### src/rtl/mux16_sched_pkg.sv
// Shared types and sizing for the 16-requester round-robin mux scheduler.
package mux16_sched_pkg;

  typedef enum logic {
    IDLE  = 1'b0,
    GRANT = 1'b1
  } state_t;

  localparam int NUM_REQ      = 16;
  localparam int SEL_W        = 4;
  localparam int MAX_HOLD_DEF = 8;

endpackage

### src/rtl/rr_priority_pick.sv
// Rotating priority pick: first set request bit at or after ptr, wrapping modulo 16.
module rr_priority_pick
  import mux16_sched_pkg::*;
(
  input  logic [NUM_REQ-1:0] req,
  input  logic [SEL_W-1:0]   ptr,
  output logic [SEL_W-1:0]   idx,
  output logic               found
);

  logic [NUM_REQ-1:0] rot;
  logic [SEL_W-1:0]   off;

  always_comb begin
    // bit 0 of rot is req[ptr], so the lowest set bit is the winner's offset from ptr
    rot = NUM_REQ'({req, req} >> ptr);
    off = '0;
    for (int i = NUM_REQ - 1; i >= 0; i--) begin
      if (rot[i]) off = SEL_W'(i);
    end
    found = |req;
    idx   = off + ptr;
  end

endmodule

### src/rtl/mux16_rr_scheduler.sv
// Round-robin owner of a shared 16:1 mux select with a bounded hold quantum and early release.
// state | meaning
// IDLE  | no grant; arbitrate among req from ptr on, one dead cycle after every release
// GRANT | sel/gnt drive requester sel; release on done, dropped req[sel] or quantum expiry
module mux16_rr_scheduler
  import mux16_sched_pkg::*;
#(
  parameter int MAX_HOLD = MAX_HOLD_DEF
) (
  input  logic               clk,
  input  logic               rst,
  input  logic [NUM_REQ-1:0] req,
  input  logic               done,
  output logic [SEL_W-1:0]   sel,
  output logic [NUM_REQ-1:0] gnt,
  output logic               valid,
  output logic               busy
);

  localparam logic [SEL_W-1:0] HOLD_LAST = SEL_W'(MAX_HOLD - 1);

  state_t             state_q, state_d;
  logic [SEL_W-1:0]   sel_q, sel_d;
  logic [NUM_REQ-1:0] gnt_q, gnt_d;
  logic [SEL_W-1:0]   ptr_q, ptr_d;
  logic [SEL_W-1:0]   cnt_q, cnt_d;
  logic [SEL_W-1:0]   pick_idx;
  logic               pick_found;
  logic               release_now;

  rr_priority_pick u_pick (
    .req   (req),
    .ptr   (ptr_q),
    .idx   (pick_idx),
    .found (pick_found)
  );

  assign release_now = done || !req[sel_q] || (cnt_q == HOLD_LAST);

  always_comb begin
    state_d = state_q;
    sel_d   = sel_q;
    gnt_d   = gnt_q;
    ptr_d   = ptr_q;
    cnt_d   = cnt_q;
    case (state_q)
      IDLE: begin
        gnt_d = '0;
        if (pick_found) begin
          state_d         = GRANT;
          sel_d           = pick_idx;
          gnt_d[pick_idx] = 1'b1;
          cnt_d           = '0;
        end
      end
      GRANT: begin
        if (release_now) begin
          state_d = IDLE;
          gnt_d   = '0;
          ptr_d   = sel_q + SEL_W'(1);
        end else begin
          cnt_d = cnt_q + SEL_W'(1);
        end
      end
      default: begin
        state_d = IDLE;
        gnt_d   = '0;
      end
    endcase
  end

  always_ff @(posedge clk) begin
    if (rst) begin
      state_q <= IDLE;
      sel_q   <= '0;
      gnt_q   <= '0;
      ptr_q   <= '0;
      cnt_q   <= '0;
    end else begin
      state_q <= state_d;
      sel_q   <= sel_d;
      gnt_q   <= gnt_d;
      ptr_q   <= ptr_d;
      cnt_q   <= cnt_d;
    end
  end

  assign sel   = sel_q;
  assign gnt   = gnt_q;
  assign valid = (state_q == GRANT);
  assign busy  = (state_q == GRANT);

endmodule

### config.mk
export PLATFORM = sky130hd
export DESIGN_NAME = mux16_rr_scheduler
export DESIGN_NICKNAME = d
export VERILOG_FILES = /design/src/rtl/mux16_sched_pkg.sv /design/src/rtl/rr_priority_pick.sv /design/src/rtl/mux16_rr_scheduler.sv
export SDC_FILE = /design/constraint.sdc
export NUM_CORES = 1
export LEC_CHECK = 0
export ABC_CLOCK_PERIOD_IN_PS = 6500
export CORE_ASPECT_RATIO = 1.2
export CORE_UTILIZATION = 50
export DETAILED_ROUTE_END_ITERATION = 8
export PLACE_DENSITY_LB_ADDON = 0.1
export SLEW_MARGIN = 20
export SYNTH_ARGS = -nofsm -noshare
export SYNTH_HDL_FRONTEND = slang
export SYNTH_HIERARCHICAL = 1
export SYNTH_SLANG_ARGS = --single-unit
### constraint.sdc
create_clock -name clk -period 6.5 [get_ports clk]
set_clock_uncertainty 0.1 [all_clocks]
set_input_delay 1.95 -clock clk [delete_from_list [all_inputs] [get_ports clk]]
set_output_delay 1.95 -clock clk [all_outputs]
set_load 0.03 [all_outputs]
# == Yosys cells after proc, flatten, opt, wreduce, memory -nomap -nowiden ==
# Index checks and enable logic that the tools add are counted.
# word_totals
out_inout_bits,22
in_bits,19
ff_bits,29
wordCells,54
# classes
reduce_logical,8
bitwise,1
n_addsub,3
shifts,1
n_eq_ne,4
mux,29
n_lt_le_gt_ge,3
# op_table
op,n
$mux W4,18
$mux W16,2
$pmux W16 S2,1
$shr A32 B4 Y16,1
$reduce_or A16 Y1,1
$lt A4 B5 Y1 const B,2
$add A4 B1 Y4 const B,2
$pmux W4 S2,1
$reduce_and A2 Y1,3
$add A4 B4 Y4,1
$bmux W1 S4,1
$demux W1 S4,1
$eq A4 B3 Y1 const B,1
$ge A4 B1 Y1 const B,1
$mux W1,4
$ne A2 B2 Y1 const B,2
$logic_or A1 B1 Y1,2
$ne A2 B1 Y1 const B,1
$pmux W1 S2,1
$logic_and A1 B1 Y1,1
$logic_not A1 Y1,1
$not A1 Y1,1

# == Logic depth before layout (Yosys ltp) ==
# Gate-level depths: netlist of run 1.
# logic_depth
ltp_word,24
ltp_mapped,16
depth_no_buf,14

# == Modules after synthesis ==
# Netlist of run 1, hierarchy kept.
# by_module_without_submodules
mod,seq_area_each_um2,area_each_um2,instances,cells_each
mux16_rr_scheduler,580.6,1348.8,1,144
rr_priority_pick,0.0,1181.1,1,99

# == Worst setup path before layout of run 1 ==
# No wires, ideal clock.
# synth_path
kind,input to register
from,input port req[7]
to,register gnt_q[9] (netlist: gnt[9])
setup_ns,0.065
path_stages,14
required_time_ns,6.335
n_path_buf,0
arrival_time_ns,5.203
setup_slack_ns,1.132
cell_sequence,mux4_1 -> mux4_2 -> or2_4 -> nor2_1 -> o21ai_1 -> a31oi_1 -> ha_1 -> a21o_1 -> a21oi_1 -> xnor2_1 -> xnor2_1 -> nor2b_1 -> a22oi_1 -> nor2_1
# synth_via
elab_chain_cells,24
elab_cells_between_ends,32
cone_classes,1 x add/sub; 2 x order compare; 1 x eq/ne; 1 x shift; 22 x mux; 5 x reduce/logical
# synth_lines
element,line_no,text
from (decl),mux16_rr_scheduler.sv:12,"input logic [NUM_REQ-1:0] req,"
$shr A32 B4 Y16 *,rr_priority_pick.sv:16,"rot = NUM_REQ'({req, req} >> ptr);"
$mux W4 (15 in series),rr_priority_pick.sv:19,if (rot[i]) off = SEL_W'(i);
$mux W4 *,rr_priority_pick.sv:19,
$add A4 B4 Y4 *,rr_priority_pick.sv:22,idx = off + ptr;
net pick_idx[3],mux16_rr_scheduler.sv:27,logic [SEL_W-1:0] pick_idx;
$lt A4 B5 Y1 (implied by the code) or $ge A4 B1 Y1 (tied branches),mux16_rr_scheduler.sv:52,gnt_d[pick_idx] = 1'b1;
$logic_and A1 B1 Y1 (implied by the code),mux16_rr_scheduler.sv:52,
$mux W1 (implied by the code),mux16_rr_scheduler.sv:52,
$demux W1 S4 *,mux16_rr_scheduler.sv:52,
$mux W16 *,mux16_rr_scheduler.sv:49,if (pick_found) begin
$pmux W16 S2 *,mux16_rr_scheduler.sv:46,case (state_q)
to (signal assigned),mux16_rr_scheduler.sv:82,gnt_q <= gnt_d;
to (decl),mux16_rr_scheduler.sv:24,"logic [NUM_REQ-1:0] gnt_q, gnt_d;"
# The timed path passes the listed nets; every way through them passes the cells marked *. The select of a mux whose other input is x is not followed.
# A chain may end at the register's enable or synchronous reset.

# == Worst setup path after layout of run 1 ==
# layout_path
from,input port req[10]
to,register gnt_q[10] (netlist: gnt[10])
# The elaborated chain is that of the path after synthesis.

==> results of run 1 <==
## power groups by stage
stage / sequential [µW] / combinational [µW] / clock [µW]
floorplan: 255 / 356 / 0
global placement: 255 / 484 / 0
detailed placement: 256 / 485 / 0
CTS: 252 / 487 / 149
global route: 259 / 530 / 157
finish: 251 / 489 / 144
## cell families (layout without fill, tap and decap cells)
family	Yosys count	in the layout
xor gates and xnor gates	5	5
and+or+nand+nor	78	78
AOI/OAI and AO/OA	53	53
adders and majority gates	6	6
DFF	29	29
buffers and inverters	23	57
muxes	49	49
## per-layer routing
metal | up-vias | global-route usage | part of all wire
met5 | - | 0 | 0
met4 | 0 | 0.0532 | 0.012
met3 | 10 | 0.0371 | 0.037
met2 | 65 | 0.419 | 0.52
met1 | 1082 | 0.315 | 0.43
li1 | 1028 | - | -
## flip-flops by register name (all words and copies together) (netlist names)
| register | flops |
|---|---|
| ptr_q | 4 |
| sel | 4 |
| cnt_q | 4 |
| gnt | 16 |
| busy | 1 |
## worst max-delay path, cell delays in order
cell	delay [ps]
clkdlybuf4s50_1	510
mux4_1	620
mux4_1	600
or2_4	300
nor2_1	90
o21ai_1	80
a31oi_1	280
ha_1	290
a21o_1	170
a21oi_1	170
xnor2_1	100
xnor2_1	540
nor2b_1	340
a22oi_1	110
nor2_1	100
## stage by stage
| step | total power (µW) | setup WS (ps) | hold slack (ps) | instances | util |
|---|---|---|---|---|---|
| floorplan | 611 | 1130 | 382 | 243 | - |
| global placement | 739 | 148 | 375 | 330 | 0.595 |
| detailed placement | 741 | 124 | 382 | 330 | 0.595 |
| CTS | 888 | 383 | 402 | 337 | 0.613 |
| global route | 945 | 31.0 | 431 | 337 | 0.612 |
| finish | 884 | 348 | 399 | 337 | 0.612 |
## placed cells by master (no fill, tap or decap), types with 5 or more instances in the layout
cell type and n:
clkdlybuf4s50_1 39, dfxtp_1 29, nor2_1 27, mux4_2 16
nand2_1 15, a22oi_1 12, mux2i_1 11, mux4_1 11
a21oi_1 11, mux2_2 7, clkbuf_8 6, inv_1 5
nor2b_1 5, nand3_1 5, ha_1 5
## cell type report
cell class	count	area (µm²)
multi-input combinational	191	1810
clock buffer	7	86.3
sequential	29	581
tap	60	75.1
fill	421	1900
timing repair buffer	44	425
inverter	6	22.5
## worst paths after layout
check	slack [ps]	end	depth (start not counted)	from
worst max-delay path	350	gnt[10]	15	req[10]
worst min register to register	400	gnt[14]	2	gnt[14]
worst min-delay path	400	gnt[14]	2	gnt[14]
worst max register to register	1500	gnt[10]	14	ptr_q[1]
==> results.cfg, run 1 <==
[power]
clockPowerShare = 0.163
leakagePower_uw = 0.00106
power_density_nw_per_um2 = 295
p_seq_frac = 0.284
pwr-share-comb = 0.553
p_int_uw = 520
peakVddDrop_v = 0.000194
switching_share = 0.412
p_sw_uw = 364

[routing]
drt_wl_total_um = 5960
dr_total_vias = 2185
ant_nets = 0
vias_per_cell = 6.48
drc = 0
drt-initial-drc-count = 214
drtPass1Iterations = 6
wire_per_inst_um = 17.7

[flow_run]
drv_cap = 0

[run_status]
outcome = finished, final reports clean

[synthesis]
synthArstFlopShare = 0
synth_fa_ha_area_frac = 0.0326
synth_area_leaders = dfxtp_1 (23%), mux4_2 (14%), mux4_1 (11%)
synth_compound_area_frac = 0.161
synth_seq_cells = 29
synthCells = 243
yosysTopAreaCell = dfxtp_1
synth-seq-area-share = 0.229
synth_mux_area_frac = 0.349
synthSimpleGateAreaFrac = 0.156
yosysMostFrequentCell = dfxtp_1
netlist_area_um2 = 2530
synth_flop_cell = dfxtp_1
yosys_warnings = 6
synth_top_family_by_area = multiplexers
synth_common_cells = dfxtp_1 (29), nor2_1 (27), mux4_2 (16)
synth_fp_nets = 268
synth-edff-count = 0
synth.distinct_cells = 56
synth-xor-area-share = 0.0173
synth.avg_cell_area_um2 = 10.4
synth_top_area_frac = 0.229

[global_routing]
grt_max_degree = 35
grt_usage = 0.243
antenna_found_initial = 0
grt_overflow = 0
grt_pass1_wl_um = 9940
first_global_vias = 1986

[cts]
clkSlewWorstSetupHoldPaths_ps = 60
cts_hold_buf = 0
cts_tree = done
clock_latency_ps = 270
htree_levels = 2
cts_max_path_buffers = 2
cts_sinks = 29
cts_buffers = 5
cts_resized = 0
cts_setup_buffers = 0
cts_root_buf = clkbuf_8

[sta]
hold_viol_final = 0
fmax_mhz = 163
worst_slew_pin_slew_ps = 927
fin_crit_sh = 0.946
maxSlewViolCount = 0
fin_crit_ps = 6150
relSlewSlack = 0.381
rsz0062_at_grt = no
finalSetupViolations = 0
finalSetupTns_ps = 0

[setup_path]
end_kind = flip-flop
start_kind = input pin
crit_fanout = 8
arrival_ps = 6260
worstPathRequired_ps = 6610
worstSetupPathType = input pin to flip-flop

[floorplan]
die_height_um = 79.9
rows = 28
die_area_um2 = 5350
io_pins = 41
start_util = 0.516
coreArea_um2 = 4900
die_width_um = 66.9

[finish]
design_area_um2 = 3000
post_route_cells_drive_above_1_share = 0.162
diodes = 0
fin_nets = 302
area_growth_pct = 18.6

[placement]
place.gp.congestion = 0.850
port_buffers = 40
hpwl_um = 4500
placed_cell_area_um2 = 2920

[min_path]
hp-class = flip-flop to flip-flop
Power figures use the tool's default switching activity.
==> run 2: changes to the inputs <==
- SETUP_SLACK_MARGIN: not set -> 0.05
==> results.cfg, run 2 (synthesized netlist as in run 1, its figures left out) <==
[run_status]
outcome = finished, final reports clean

[routing]
drt_wl_total_um = 6000
wire_per_inst_um = 17.8
ant_nets = 0
vias_per_cell = 6.47
drtPass1Iterations = 4
dr_total_vias = 2180
drt-initial-drc-count = 179
drc = 0

[global_routing]
grt_pass1_wl_um = 9940
first_global_vias = 1986
grt_overflow = 0
grt_usage = 0.243
antenna_found_initial = 0
grt_max_degree = 35

[cts]
cts_setup_buffers = 0
cts_sinks = 29
clock_latency_ps = 270
cts_hold_buf = 0
clkSlewWorstSetupHoldPaths_ps = 60
htree_levels = 2
cts_tree = done
cts_max_path_buffers = 2
cts_root_buf = clkbuf_8
cts_buffers = 5

[power]
p_int_uw = 521
leakagePower_uw = 0.00107
clockPowerShare = 0.163
peakVddDrop_v = 0.000194
p_sw_uw = 365
power_density_nw_per_um2 = 295
pwr-share-comb = 0.553
switching_share = 0.412
p_seq_frac = 0.284
finalPower_uw = 886

[finish]
post_route_cells_drive_above_1_share = 0.166
multiInputGateArea_um2 = 1820
fin_nets = 302
fill_cells = 421
area_growth_pct = 18.9
design_area_um2 = 3010
seq_area_um2 = 581
largest_reg_flops = 16
layout_common_cells = clkdlybuf4s50_1 (39), dfxtp_1 (29), nor2_1 (27)
layout_commonest_cell = clkdlybuf4s50_1
diodes = 0

[setup_path]
worstSetupPathType = input pin to flip-flop
arrival_ps = 6120
start_kind = input pin
end_kind = flip-flop
startpoint = req[10]
worstPathRequired_ps = 6610
worstReg2RegStart = ptr_q[1]
crit_fanout = 8

[floorplan]
coreArea_um2 = 4900
die_height_um = 79.9
io_pins = 41
die_area_um2 = 5350
rows = 28
die_width_um = 66.9
start_util = 0.516

[sta]
finalSetupViolations = 0
worst_slew_pin_slew_ps = 930
hold_viol_final = 0
maxSlewViolCount = 0
fin_crit_sh = 0.925
finalSetupTns_ps = 0
fmax_mhz = 166
fin_crit_ps = 6010
rsz0062_at_grt = no
relSlewSlack = 0.379

[placement]
placed_cell_area_um2 = 2920
hpwl_um = 4500
place.gp.congestion = 0.850
port_buffers = 40

[min_path]
min_from = gnt[14]
hp-class = flip-flop to flip-flop

[flow_run]
drv_cap = 0
## run 2: changes by cell type in the layout (fill, tap and decap cells not counted)
cell / delta
xnor2_1: -1
xnor2_2: +1
## run 2: final timing paths
path / to / slack [ps] / depth (start not counted)
worst max register to register: gnt[10] / 1640 / 14
worst max-delay path: gnt[10] / 490 / 15
worst min register to register: gnt[14] / 400 / 2
worst min-delay path: gnt[14] / 400 / 2
## run 2: repair_timing
item                                   4_1_cts  5_1_grt
resized for setup                            0        1
setup endpoints to repair                    0        1
endpoints found under the hold margin        0        0
## run 2: layout make-up
cell class,count,area share
clock buffer,7,0.0287
multi-input combinational,191,0.604
tap,60,0.0250
sequential,29,0.193
inverter,6,0.00749
timing repair buffer,44,0.141
## run 2: through the flow
stage | setup slack, ps | cells | hold WS [ps] | utilization
6_report | 486 | 337 | 399 | 0.613
5_1_grt | 225 | 337 | 431 | 0.613
4_1_cts | 383 | 337 | 402 | 0.613
3_5_place_dp | 124 | 330 | 382 | 0.595
3_3_place_gp | 148 | 330 | 375 | 0.595
2_1_floorplan | 1130 | 243 | 382 | -
## run 2: power by group through the flow
stage                     Combinational, µW  Clock, µW  Sequential [µW]
after global placement                  484          0              255
after CTS                               487        149              252
after detailed placement                485          0              256
after global routing                    532        157              259
final                                   490        145              251
after floorplan                         356          0              255
## run 2: worst max-delay path, cell delays in order
cell             delay (ps)
clkdlybuf4s50_1         510
mux4_1                  620
mux4_1                  600
or2_4                   300
nor2_1                   90
o21ai_1                  70
a31oi_1                 290
ha_1                    290
a21o_1                  180
a21oi_1                 170
xnor2_1                 120
xnor2_2                 380
nor2b_1                 320
a22oi_1                 110
nor2_1                  100
## run 2: per-layer routing
layer,global-route usage,wire (µm),part of all wire,up-vias
li1,-,-,-,1026
met1,0.315,2550,0.43,1080
met2,0.419,3130,0.52,62
met3,0.0371,235,0.039,12
met4,0.0532,87,0.014,0
met5,0,0,0,-
